==> src/rtl/mux_arb_reg_n_if.sv <==
// Handshake/bus bundle for mux_arb_reg_n.
//   slave  : the selector's view (sources + downstream in, grants + register out)
//   master : the driver's view (testbench or surrounding pipeline)
// Signals: mode, sel, in_valid/in_data/in_ready (NUM_IN sources, flattened data),
//          out_valid/out_data/out_src/out_ready, err_sel.
interface mux_arb_reg_n_if #(
  parameter int WIDTH  = 32,
  parameter int NUM_IN = 4,
  parameter int SEL_W  = 2
);
  logic                    mode;
  logic [SEL_W-1:0]        sel;
  logic [NUM_IN-1:0]       in_valid;
  logic [NUM_IN*WIDTH-1:0] in_data;
  logic [NUM_IN-1:0]       in_ready;
  logic                    out_valid;
  logic [WIDTH-1:0]        out_data;
  logic [SEL_W-1:0]        out_src;
  logic                    out_ready;
  logic                    err_sel;

  modport master (
    output mode, sel, in_valid, in_data, out_ready,
    input  in_ready, out_valid, out_data, out_src, err_sel
  );

  modport slave (
    input  mode, sel, in_valid, in_data, out_ready,
    output in_ready, out_valid, out_data, out_src, err_sel
  );
endinterface

==> src/rtl/mux_arb_reg_n.sv <==
// Registered N-to-1 selector with direct-select and round-robin modes.
// Ports:
//   clk  - rising-edge clock
//   rst  - asynchronous active-high reset
//   bus  - mux_arb_reg_n_if.slave: mode, sel, in_valid/in_data/in_ready,
//          out_valid/out_data/out_src/out_ready, err_sel
// One output register; in_ready is combinational from the current grant and
// the register's load condition, so a full register drains and refills in
// the same cycle. NUM_IN must not exceed 2**SEL_W.

// Per-source request decode: direct-select match and "above the RR pointer".
module mux_arb_reg_n_lane #(
  parameter int SEL_W = 2,
  parameter int IDX   = 0
) (
  input  logic             valid,
  input  logic [SEL_W-1:0] sel,
  input  logic [SEL_W-1:0] last,
  output logic             dir_req,
  output logic             hi_req
);
  localparam logic [SEL_W-1:0] ID = SEL_W'(IDX);

  assign dir_req = valid && (sel == ID);
  assign hi_req  = valid && (ID > last);
endmodule

module mux_arb_reg_n #(
  parameter int               WIDTH       = 32,
  parameter int               NUM_IN      = 4,
  parameter int               SEL_W       = 2,
  parameter logic [WIDTH-1:0] DEFAULT_VAL = '0
) (
  input logic            clk,
  input logic            rst,
  mux_arb_reg_n_if.slave bus
);
  localparam logic [SEL_W:0] NUM_IN_W = (SEL_W+1)'(NUM_IN);

  logic              vld_q, err_q;
  logic [WIDTH-1:0]  data_q;
  logic [SEL_W-1:0]  src_q, last;
  logic              load, sel_ok, xfer;
  logic [NUM_IN-1:0] dir_req, hi_req, req, grant;
  logic [SEL_W-1:0]  gidx;
  logic [WIDTH-1:0]  gdata;

  assign load   = !vld_q || bus.out_ready;
  assign sel_ok = ({1'b0, bus.sel} < NUM_IN_W);

  for (genvar i = 0; i < NUM_IN; i++) begin : g_lane
    mux_arb_reg_n_lane #(.SEL_W(SEL_W), .IDX(i)) u_lane (
      .valid   (bus.in_valid[i]),
      .sel     (bus.sel),
      .last    (last),
      .dir_req (dir_req[i]),
      .hi_req  (hi_req[i])
    );
  end

  // Round-robin: prefer valid sources above last; if none, wrap and take the
  // lowest valid index. Either way the lowest set bit of req wins.
  always_comb begin
    grant = '0;
    req   = '0;
    gidx  = '0;
    gdata = '0;
    if (!bus.mode) begin
      if (sel_ok) grant = dir_req;  // at most one lane matches sel
    end else begin
      req = (|hi_req) ? hi_req : bus.in_valid;
      for (int i = NUM_IN-1; i >= 0; i--) begin
        if (req[i]) begin
          grant    = '0;
          grant[i] = 1'b1;
        end
      end
    end
    for (int i = 0; i < NUM_IN; i++) begin
      if (grant[i]) begin
        gidx  = SEL_W'(i);
        gdata = bus.in_data[i*WIDTH +: WIDTH];
      end
    end
  end

  assign xfer         = load && (|grant);
  assign bus.in_ready = load ? grant : '0;

  always_ff @(posedge clk or posedge rst) begin
    if (rst) begin
      vld_q  <= 1'b0;
      data_q <= DEFAULT_VAL;
      src_q  <= '0;
      err_q  <= 1'b0;
      last   <= SEL_W'(NUM_IN-1);
    end else begin
      // flags a bad direct select even while the register is stalled
      err_q <= !bus.mode && !sel_ok;
      if (load) begin
        vld_q <= xfer;
        if (xfer) begin
          data_q <= gdata;
          src_q  <= gidx;
        end
      end
      // only round-robin transfers move the fairness pointer
      if (xfer && bus.mode) last <= gidx;
    end
  end

  assign bus.out_valid = vld_q;
  assign bus.out_data  = data_q;
  assign bus.out_src   = src_q;
  assign bus.err_sel   = err_q;
endmodule

==> src/flat_wrapper.sv <==
// flat-port wrapper written by rule: the top's interface ports become plain ports
module mux_arb_reg_n_flat 
#(
  parameter int               WIDTH       = 32,
  parameter int               NUM_IN      = 4,
  parameter int               SEL_W       = 2,
  parameter logic [WIDTH-1:0] DEFAULT_VAL = '0
)
  (clk, rst, bus_mode, bus_sel, bus_in_valid, bus_in_data, bus_out_ready, bus_in_ready, bus_out_valid, bus_out_data, bus_out_src, bus_err_sel);
  mux_arb_reg_n_if #(.WIDTH(WIDTH), .NUM_IN(NUM_IN), .SEL_W(SEL_W)) bus_i ();
  input logic clk;
  input logic rst;
  input wire logic [$bits(bus_i.mode)-1:0] bus_mode;
  input wire logic [$bits(bus_i.sel)-1:0] bus_sel;
  input wire logic [$bits(bus_i.in_valid)-1:0] bus_in_valid;
  input wire logic [$bits(bus_i.in_data)-1:0] bus_in_data;
  input wire logic [$bits(bus_i.out_ready)-1:0] bus_out_ready;
  output wire logic [$bits(bus_i.in_ready)-1:0] bus_in_ready;
  output wire logic [$bits(bus_i.out_valid)-1:0] bus_out_valid;
  output wire logic [$bits(bus_i.out_data)-1:0] bus_out_data;
  output wire logic [$bits(bus_i.out_src)-1:0] bus_out_src;
  output wire logic [$bits(bus_i.err_sel)-1:0] bus_err_sel;
  assign bus_i.mode = bus_mode;
  assign bus_i.sel = bus_sel;
  assign bus_i.in_valid = bus_in_valid;
  assign bus_i.in_data = bus_in_data;
  assign bus_i.out_ready = bus_out_ready;
  assign bus_in_ready = bus_i.in_ready;
  assign bus_out_valid = bus_i.out_valid;
  assign bus_out_data = bus_i.out_data;
  assign bus_out_src = bus_i.out_src;
  assign bus_err_sel = bus_i.err_sel;
  mux_arb_reg_n #(.WIDTH(WIDTH), .NUM_IN(NUM_IN), .SEL_W(SEL_W), .DEFAULT_VAL(DEFAULT_VAL)) u_core (.clk(clk), .rst(rst), .bus(bus_i));
endmodule
==> config.mk <==
export PLATFORM = sky130hd
export DESIGN_NAME = mux_arb_reg_n_flat
export DESIGN_NICKNAME = d
export VERILOG_FILES = /design/src/rtl/mux_arb_reg_n_if.sv /design/src/rtl/mux_arb_reg_n.sv /design/src/flat_wrapper.sv
export SDC_FILE = /design/constraint.sdc
export NUM_CORES = 1
export LEC_CHECK = 0
export CAP_MARGIN = 25
export CORE_UTILIZATION = 29
export CTS_CLUSTER_SIZE = 14
export DETAILED_ROUTE_END_ITERATION = 7
export PLACE_DENSITY = 0.77
export SYNTH_ARGS = -nofsm -noshare
export SYNTH_HDL_FRONTEND = slang
export SYNTH_SLANG_ARGS = --single-unit
export TNS_END_PERCENT = 20
==> constraint.sdc <==
create_clock -name clk -period 4.1 [get_ports clk]
set_clock_uncertainty 0.1 [all_clocks]
set_input_delay 0.82 -clock clk [delete_from_list [all_inputs] [get_ports clk]]
set_output_delay 0.82 -clock clk [all_outputs]
set_load 0.005 [all_outputs]
==> results.yml <==
status:
  outcome: "finished, final reports clean"
clocking:
  clk_path_buf_depth: 2
  cts_root_buf: "clkbuf_8"
  numCtsBuffers: 5
  htreeDepth: 2
  cts_resized: 0
  clk-insertion-delay-late_ns: 0.28
  post_cts_buffers: 0
  cts_hold_buf: 0
  cts.sinks: 37
  cts_tree: "built"
  path_clk_slew_ns: 0.07
cells_and_area:
  nNetsFinal: 644
  syn2layout_area_growth_pct: 65.6
  postLayoutCellArea_mm2: 0.00491
  seqCellArea_um2: 928
  multi_input_area_mm2: 0.00161
  fin_util: 0.498
  antenna-diode-count: 0
  nFillCells: 911
  drive_above_1_share: 0.122
setup_path:
  crit_top_cell: "clkdlybuf4s50_1"
  r2r_cells: 7
  r2r_start: "u_core.last[0]"
  crit_path_end_kind: "output port"
  crit_path_max_fanout: 8
  cp_data_arrival_time_ns: 2.73
  rrSetupSlack_ns: 1.37
  crit_path_max_incr_delay_ns: 0.57
  criticalPathCategory: "input port to output port"
  worst-path-buf-inv: 2
  critPathRequiredTime_ns: 3.18
  path_delay_family: "buffers and inverters"
  crit_chain: "clkdlybuf4s50_1 -> nor4bb_1 -> a41oi_4 -> nor2_1 -> clkdlybuf4s50_1"
  r2r_end: "u_core.bus.out_data[24]"
  slowest_stage: "clkdlybuf4s50_1"
  critPathLaunchType: "input port"
yosys:
  syn_inst: 343
  synth_nets: 481
  avgSynthCellArea_um2: 8.65
  synthTopCellsByCount: "inv_1 (69), a21oi_1 (35), dfrtp_1 (35)"
  synth_most_common_cell: "inv_1"
  synth_area_mm2: 0.00297
  ys_warn_count: 0
  synth-edff-count: 0
  netlist.area_leader.share: 0.295
  synth_area_leader_cell: "dfrtp_1"
  synth-async-reset-ratio: 1.00
  seq_area_frac_synth: 0.313
  ys.flop_type: "dfrtp_1"
  synthTopCellsByArea: "dfrtp_1 (30%), a32oi_2 (16%), inv_1 (8.7%)"
  ys_types: 40
  ys_ff_latch: 37
worst_hold_path:
  hold_path_class: "flip-flop to flip-flop"
  worst_hold_startpoint: "u_core.bus.out_src[1]"
  hold_end: "u_core.bus.out_src[1]"
  worstHoldPathCells: 1
pwr:
  powerDensity_mw_per_mm2: 481
  clkPwrFrac: 0.121
  vdd_drop_max_v: 0.000203
  p_comb_frac: 0.592
  internal-power_mw: 1.47
  p_sw_mw: 0.890
  sequentialPowerShare: 0.287
  p_leak_nw: 2.02
  swShare: 0.377
die:
  coreArea_mm2: 0.00986
  die_y_um: 103
  design.die.area_mm2: 0.0106
  start_util: 0.301
  std_cell_rows: 36
  die_w_um: 103
  ios: 178
drt:
  drc: 0
  vias: 3226
  viasPerCell: 5.04
  drt-initial-drc-count: 85
  drtPass1Iterations: 6
  wirelength_um: 10300
  wl_per_cell_um: 16.1
  ant_nets: 0
sta:
  finalHoldViolCount: 0
  period_needed_ns: 3.65
  timing.hold.ws_ns: 0.401
  setup-tns-final_ns: 0
  slew_headroom: 0.363
  rsz0062_at_grt: "false"
  setup_viol: 0
  max_freq_mhz: 274
  final.period_utilization: 0.890
  tightest_slew_ns: 0.955
  maxSlewViolCount: 0
grt:
  overflow: 0
  grt_pass1_wl_um: 15600
  grt_usage: 0.190
  antenna_found_initial: 0
  grt_pass1_vias: 3288
  grt_max_degree: 66
placement:
  gp_congestion: 0.815
  dp_hpwl_um: 7470
  port_buffers: 176
  placed_area_mm2: 0.00481
run:
  cap_viol_max_count: 0
## cells by family after synthesis
| logic type | count (synthesis) | share of synthesized area |
|---|---|---|
| AOI/OAI and AO/OA | 177 | 0.476 |
| buffers and inverters | 100 | 0.153 |
| and+or+nand+nor | 26 | 0.0494 |
| muxes | 2 | 0.00717 |
| other | 1 | 0.00126 |
| DFF | 37 | 0.313 |
## routing by layer
layer	routed length [µm]	vias up	GRT usage
met2	5180	138	0.362
met5	0	-	0
met3	770	18	0.0515
li1	-	1546	-
met1	4220	1524	0.204
met4	130	0	0.0563
## worst reg2reg max path, cell delays in order (launching register included)
cell	delay (ns)
dfstp_2	0.57
inv_1	0.09
o2111a_1	0.27
o21ai_2	0.07
buf_4	0.36
nand3_2	0.17
or2_2	0.69
a32oi_2	0.33
## cell usage in the layout (no fill, tap or decap), drive strengths merged, types with 7 or more instances in the layout
| cell | Yosys | layout |
|---|---|---|
| o21ai | 37 | 37 |
| o22ai | 34 | 34 |
| inv | 69 | 68 |
| clkbuf | 19 | 7 |
| dfrtp | 35 | 35 |
| a21boi | 32 | 32 |
| nor2 | 7 | 7 |
| clkdlybuf4s50 | 0 | 176 |
| a21oi | 36 | 36 |
| buf | 12 | 11 |
| a32oi | 31 | 31 |
## worst max path at each step
stage | startpoint | end | depth (start not counted)
global placement | bus_mode | bus_in_ready[2] | 5
finish | bus_mode | bus_in_ready[2] | 5
detailed placement | bus_in_valid[2] | u_core.bus.out_data[7] | 8
global route | bus_mode | bus_in_ready[2] | 5
floorplan | bus_in_valid[2] | bus_in_ready[2] | 5
CTS | bus_mode | bus_in_ready[2] | 5
## power by group through the flow
| stage | logic, mW | registers [mW] | clock network (mW) |
|---|---|---|---|
| 4_1_cts | 1.41 | 0.678 | 0.299 |
| 3_5_place_dp | 1.41 | 0.675 | 0 |
| 3_3_place_gp | 1.36 | 0.676 | 0 |
| 5_1_grt | 1.52 | 0.700 | 0.310 |
| 2_1_floorplan | 0.769 | 0.677 | 0 |
| 6_report | 1.40 | 0.678 | 0.286 |
## registers in the layout, summed over array words and instances (netlist names)
signal                cells
u_core.bus.out_data      32
u_core.bus.out_src        2
u_core.bus.out_valid      1
u_core.last               2
## layout make-up
cell class	instances	area share
Clock inverter	1	0.00102
Multi-Input combinational cell	206	0.328
Timing Repair Buffer	187	0.376
Tap cell	133	0.0339
Sequential cell	37	0.189
Clock buffer	7	0.0196
Inverter	69	0.0528
## stage by stage
step	power (mW)	std cells	worst slack, ns
final	2.36	640	0.449
after global routing	2.53	640	0.330
after CTS	2.39	640	0.451
after detailed placement	2.08	632	0.461
after global placement	2.04	632	0.484
after floorplan	1.45	343	1.58
(Power assumes the default switching activity.)
